## config.mk

```make
export PLATFORM = sky130hd
export DESIGN_NAME = regfile_sb
export DESIGN_NICKNAME = d
export VERILOG_FILES = /design/src/rtl/regfile_sb.sv
export SDC_FILE = /design/constraint.sdc
export NUM_CORES = 1
export LEC_CHECK = 0
export ABC_CLOCK_PERIOD_IN_PS = 11900
export CORE_MARGIN = 2
export CORE_UTILIZATION = 40
export CTS_CLUSTER_SIZE = 20
export DETAILED_ROUTE_END_ITERATION = 10
export MAX_ROUTING_LAYER = met4
export SLEW_MARGIN = 0
export SYNTH_ARGS = -nofsm -noshare
export SYNTH_HDL_FRONTEND = slang
export SYNTH_SLANG_ARGS = --single-unit
```

## constraint.sdc

```tcl
create_clock -name clk -period 11.9 [get_ports clk]
set_input_delay 1.19 -clock clk [delete_from_list [all_inputs] [get_ports clk]]
set_output_delay 1.19 -clock clk [all_outputs]
set_load 0.01 [all_outputs]
```

## src/rtl/regfile_sb.sv

```systemverilog
// Multi-port register file: two combinational read ports with write bypass,
// one synchronous write port, and a per-register busy scoreboard for issue stalls.
module regfile_sb #(
    parameter int DATA_W   = 16,
    parameter int NREGS    = 8,
    parameter int ADDR_W   = 3,
    parameter int ZERO_REG = 0
) (
    input  logic              clk,
    input  logic              rst,
    input  logic              write,
    input  logic [ADDR_W-1:0] wr_Addr,
    input  logic [DATA_W-1:0] wr_Data,
    input  logic [ADDR_W-1:0] rd_AddrA,
    output logic [DATA_W-1:0] rd_DataA,
    output logic              rd_ValidA,
    input  logic [ADDR_W-1:0] rd_AddrB,
    output logic [DATA_W-1:0] rd_DataB,
    output logic              rd_ValidB,
    input  logic              rsv,
    input  logic [ADDR_W-1:0] rsv_Addr,
    output logic              rsv_ok,
    output logic [NREGS-1:0]  busy
);

    localparam int              NSLOT   = 2 ** ADDR_W;
    localparam logic [ADDR_W:0] NREGS_W = (ADDR_W + 1)'(NREGS);

    logic [DATA_W-1:0] mem_reg [NREGS];
    logic [NREGS-1:0]  busy_reg;
    logic [NREGS-1:0]  busy_next;

    // Full address-space views so every address indexes a defined slot.
    logic [DATA_W-1:0] slot_data [NSLOT];
    logic [NSLOT-1:0]  slot_busy;

    logic              wr_en;
    logic              rsv_hit_wr;

    logic [ADDR_W-1:0] rd_addr  [2];
    logic [DATA_W-1:0] rd_data  [2];
    logic              rd_valid [2];

    // An address is "writable" when it maps to real, non-hardwired storage.
    function automatic logic writable(input logic [ADDR_W-1:0] a);
        logic in_range;
        logic is_zero;
        in_range = ({1'b0, a} < NREGS_W);
        is_zero  = (ZERO_REG != 0) && (a == '0);
        return in_range && !is_zero;
    endfunction

    assign wr_en      = write && writable(wr_Addr);
    assign rsv_hit_wr = wr_en && (wr_Addr == rsv_Addr);
    assign rsv_ok     = rsv && writable(rsv_Addr) && (!slot_busy[rsv_Addr] || rsv_hit_wr);
    assign busy       = busy_reg;

    generate
        for (genvar gi = 0; gi < NSLOT; gi++) begin : g_slot
            if (gi < NREGS) begin : g_real
                assign slot_data[gi] = mem_reg[gi];
                assign slot_busy[gi] = busy_reg[gi];
            end else begin : g_void
                assign slot_data[gi] = '0;
                assign slot_busy[gi] = 1'b0;
            end
        end
    endgenerate

    generate
        for (genvar gi = 0; gi < NREGS; gi++) begin : g_reg
            // Reserve has priority over writeback clearing the same bit.
            always_comb begin
                busy_next[gi] = busy_reg[gi];
                if (rsv_ok && (rsv_Addr == ADDR_W'(gi))) begin
                    busy_next[gi] = 1'b1;
                end else if (wr_en && (wr_Addr == ADDR_W'(gi))) begin
                    busy_next[gi] = 1'b0;
                end
            end

            always_ff @(posedge clk or posedge rst) begin
                if (rst) begin
                    mem_reg[gi]  <= '0;
                    busy_reg[gi] <= 1'b0;
                end else begin
                    busy_reg[gi] <= busy_next[gi];
                    if (wr_en && (wr_Addr == ADDR_W'(gi))) begin
                        mem_reg[gi] <= wr_Data;
                    end
                end
            end
        end
    endgenerate

    assign rd_addr[0] = rd_AddrA;
    assign rd_addr[1] = rd_AddrB;
    assign rd_DataA   = rd_data[0];
    assign rd_ValidA  = rd_valid[0];
    assign rd_DataB   = rd_data[1];
    assign rd_ValidB  = rd_valid[1];

    generate
        for (genvar gi = 0; gi < 2; gi++) begin : g_rd
            always_comb begin
                rd_data[gi]  = '0;
                rd_valid[gi] = 1'b1;
                if (!writable(rd_addr[gi])) begin
                    rd_data[gi]  = '0;
                    rd_valid[gi] = 1'b1;
                end else if (wr_en && (wr_Addr == rd_addr[gi])) begin
                    rd_data[gi]  = wr_Data;
                    rd_valid[gi] = 1'b1;
                end else begin
                    rd_data[gi]  = slot_data[rd_addr[gi]];
                    rd_valid[gi] = !slot_busy[rd_addr[gi]];
                end
            end
        end
    endgenerate

endmodule
```

==> out/results.tsv <==
stage	metric	value	unit
synth	synth-compound-area-share	3.22	%
drt	drt_first_iter_violations	331	
power	total_power	0.00176	W
synth	ys_seq_area_share	43.1	%
worst_setup_path	cp_data_arrival_time	3.63	ns
placed_design	place_inst	837	
timing	whs	0.523	ns
placed_design	portBuffers	74	
die	initial_core_util	40.7	%
final_layout	fin_nets	623	
synth	synth-xor-area-share	0.999	%
drt	detail_route.vias_per_cell	5.65	
power	ir_drop	0.0750	mV
cts	cts_buffers	17	
drt	dr.pass1.iters	5	
synth	muxShareOfSynthArea	42.9	%
global_route	grt_first_pass_wirelength	30.1	mm
global_route	grt_use_met1	27.5	%
synth	netlist_area	7890	um2
worst_hold_path	hp-class	reg -> reg	
power	power_density	187	nW/um2
timing	hold_viol	0	
global_route	grt_util_met2	31.6	%
synth	post-synth-top-area-cell	dfrtp_1	
timing	fmax	0.207	GHz
worst_setup_path	cp-start-kind	input port	
cts	clk_pin_slew_worst_paths	0.06	ns
global_route	busiest_layer	met2	
drt	drcViolationCount	0	
global_route	grt_pass1_vias	5113	
job	drv_cap	0	
power	power_leakage	3.83	nW
synth	synthAdderAreaFrac	0	%
global_route	grt_use_met3	3.01	%
timing	worst_slew_pin_slew	1.08	ns
synth	ys_top_cells_by_count	dfrtp_1, mux2_2, mux4_2	
placed_design	dp_hpwl	11.3	mm
die	die_y	144	um
synth	synth_area_leaders	dfrtp_1, mux4_2, mux2_2	
drt	vias	4905	
synth	yosys.area_share.simple	4.87	%
timing	fin_skew	0.00152	ns
timing	rsz0062_at_grt	false	
synth	ys.flop_type	dfrtp_1	
cts	cts_resized	0	
worst_setup_path	reg2reg_slack	10.49	ns
status	status	complete, no violations	
cts	cts_setup_buffers	0	
synth	synth_warnings	0	
cts	root_buffer	clkbuf_16	
final_layout	fin_util	48.5	%
drt	detail_route.wl_per_cell	22.2	um
cts	clockBufferDepth	2	
cts	clkLatencyLatePin	0.42	ns
synth	async_flop_share	100	%
die	core	19400	um2
timing	setup_violations	0	
final_layout	drive_gt1_share	43.0	%
synth	synth_area_per_cell	14.5	um2
global_route	track_usage	20.2	%
cts	cts_tree	built	
die	die_x	144	um
die	rows	51	
timing	post-route-period-util	40.5	%
timing	setup_tns	0	ns
cts	htreeDepth	4	
final_layout	largest_reg_flops	128	
synth	synth_top_family_by_area	multiplexers	
die	die-area	20900	um2
synth	yosysUniqueCellTypes	35	
synth	synthCells	543	
worst_setup_path	worstPathMaxFanout	33	
cts	cts_num_sinks	136	
worst_setup_path	cp_data_required_time	10.71	ns
timing	period_needed	4.82	ns
synth	ys_ff_latch	136	
synth	synth-edff-count	0	
cts	ctsHoldBuffers	0	
placed_design	place_congestion	0.743	
synth	synth_top_cell_area_share	43.1	%
drt	ant_nets	0	
global_route	antenna_found_initial	0	
worst_setup_path	cp-end-kind	output port	
die	num_io_pins	75	
drt	drt-total-wl	19.3	mm
timing	slew_headroom	28.2	%
final_layout	antennaDiodeCount	0	
synth	synth_most_common_cell	dfrtp_1	
final_layout	syn2layout_area_growth	19.2	%
worst_setup_path	critPathKind	in -> out	
final_layout	fin_cells	868	
global_route	overflow	0	
synth	synth_nets	575	
timing	drv_slew	0	
global_route	grt_max_degree	82	
==> placed cells by master, fill, tap and decap left out, types with 2 or more instances in the layout <==
cell type and instances:
a32o_1 4, a21oi_1 32, nor3b_4 2, mux2i_1 33, nor2b_1 7, clkdlybuf4s50_1 70, nor2_1 33, inv_1 2
clkbuf_16 17, buf_2 4, xnor2_1 9, dfrtp_1 136, nand2_1 6, bufinv_16 9, clkbuf_8 2, nand4_1 3
mux2_2 132, clkinvlp_4 2, a211o_1 2, buf_4 11, nor3_4 2, nand4b_2 3, mux4_2 69
==> cell type report <==
| cell class | count | area [um2] |
|---|---|---|
| clock inverter | 12 | 294 |
| inverter | 3 | 13.8 |
| timing repair buffer | 85 | 803 |
| tap | 265 | 332 |
| clock buffer | 19 | 453 |
| fill | 1738 | 10000 |
| sequential | 136 | 3400 |
| multi-input combinational | 348 | 4100 |
==> power by group <==
group,total [W],switching [W],internal [W]
logic,0.000451,0.000167,0.000285
registers,0.000642,0.0000752,0.000566
clock network,0.000667,0.000200,0.000467
total,0.00176,0.000442,0.00132
==> per-stage QoR <==
step,setup WS [ns],instance area [um2]
after floorplan,7.07,7890
after global placement,7.15,8650
after detailed placement,7.08,8650
after CTS,7.10,9400
after global routing,6.95,9400
final,7.08,9400
==> final timing paths <==
check                             from            to  cells after the start
max                         wr_Addr[1]  rd_DataA[15]                      7
min in group asynchronous          rst   mem_reg[12]                      2
min                        mem_reg[18]   mem_reg[18]                      1
min reg2reg                mem_reg[18]   mem_reg[18]                      1
max reg2reg                    busy[5]       busy[6]                      3
max in group asynchronous          rst   mem_reg[98]                      3
==> worst max-delay path, stage by stage <==
cell and delay (ns):
clkdlybuf4s50_1 0.90, xnor2_1 0.15, nand4_1 0.14, buf_4 0.39
nor2_1 0.07, a21oi_1 0.19, clkdlybuf4s50_1 0.57
==> cell families after synthesis <==
logic type	Yosys count
compound gates	42
xor+xnor	9
buf+inv	59
flops	136
mux	235
simple gates	62
==> metal layers <==
layer	part of all wire [%]	vias to the layer above
met5	0	-
met4	1.5	0
met3	4.6	24
met2	49	140
met1	44	2583
li1	-	2158
No activity file was read; power rests on OpenSTA's default activity.
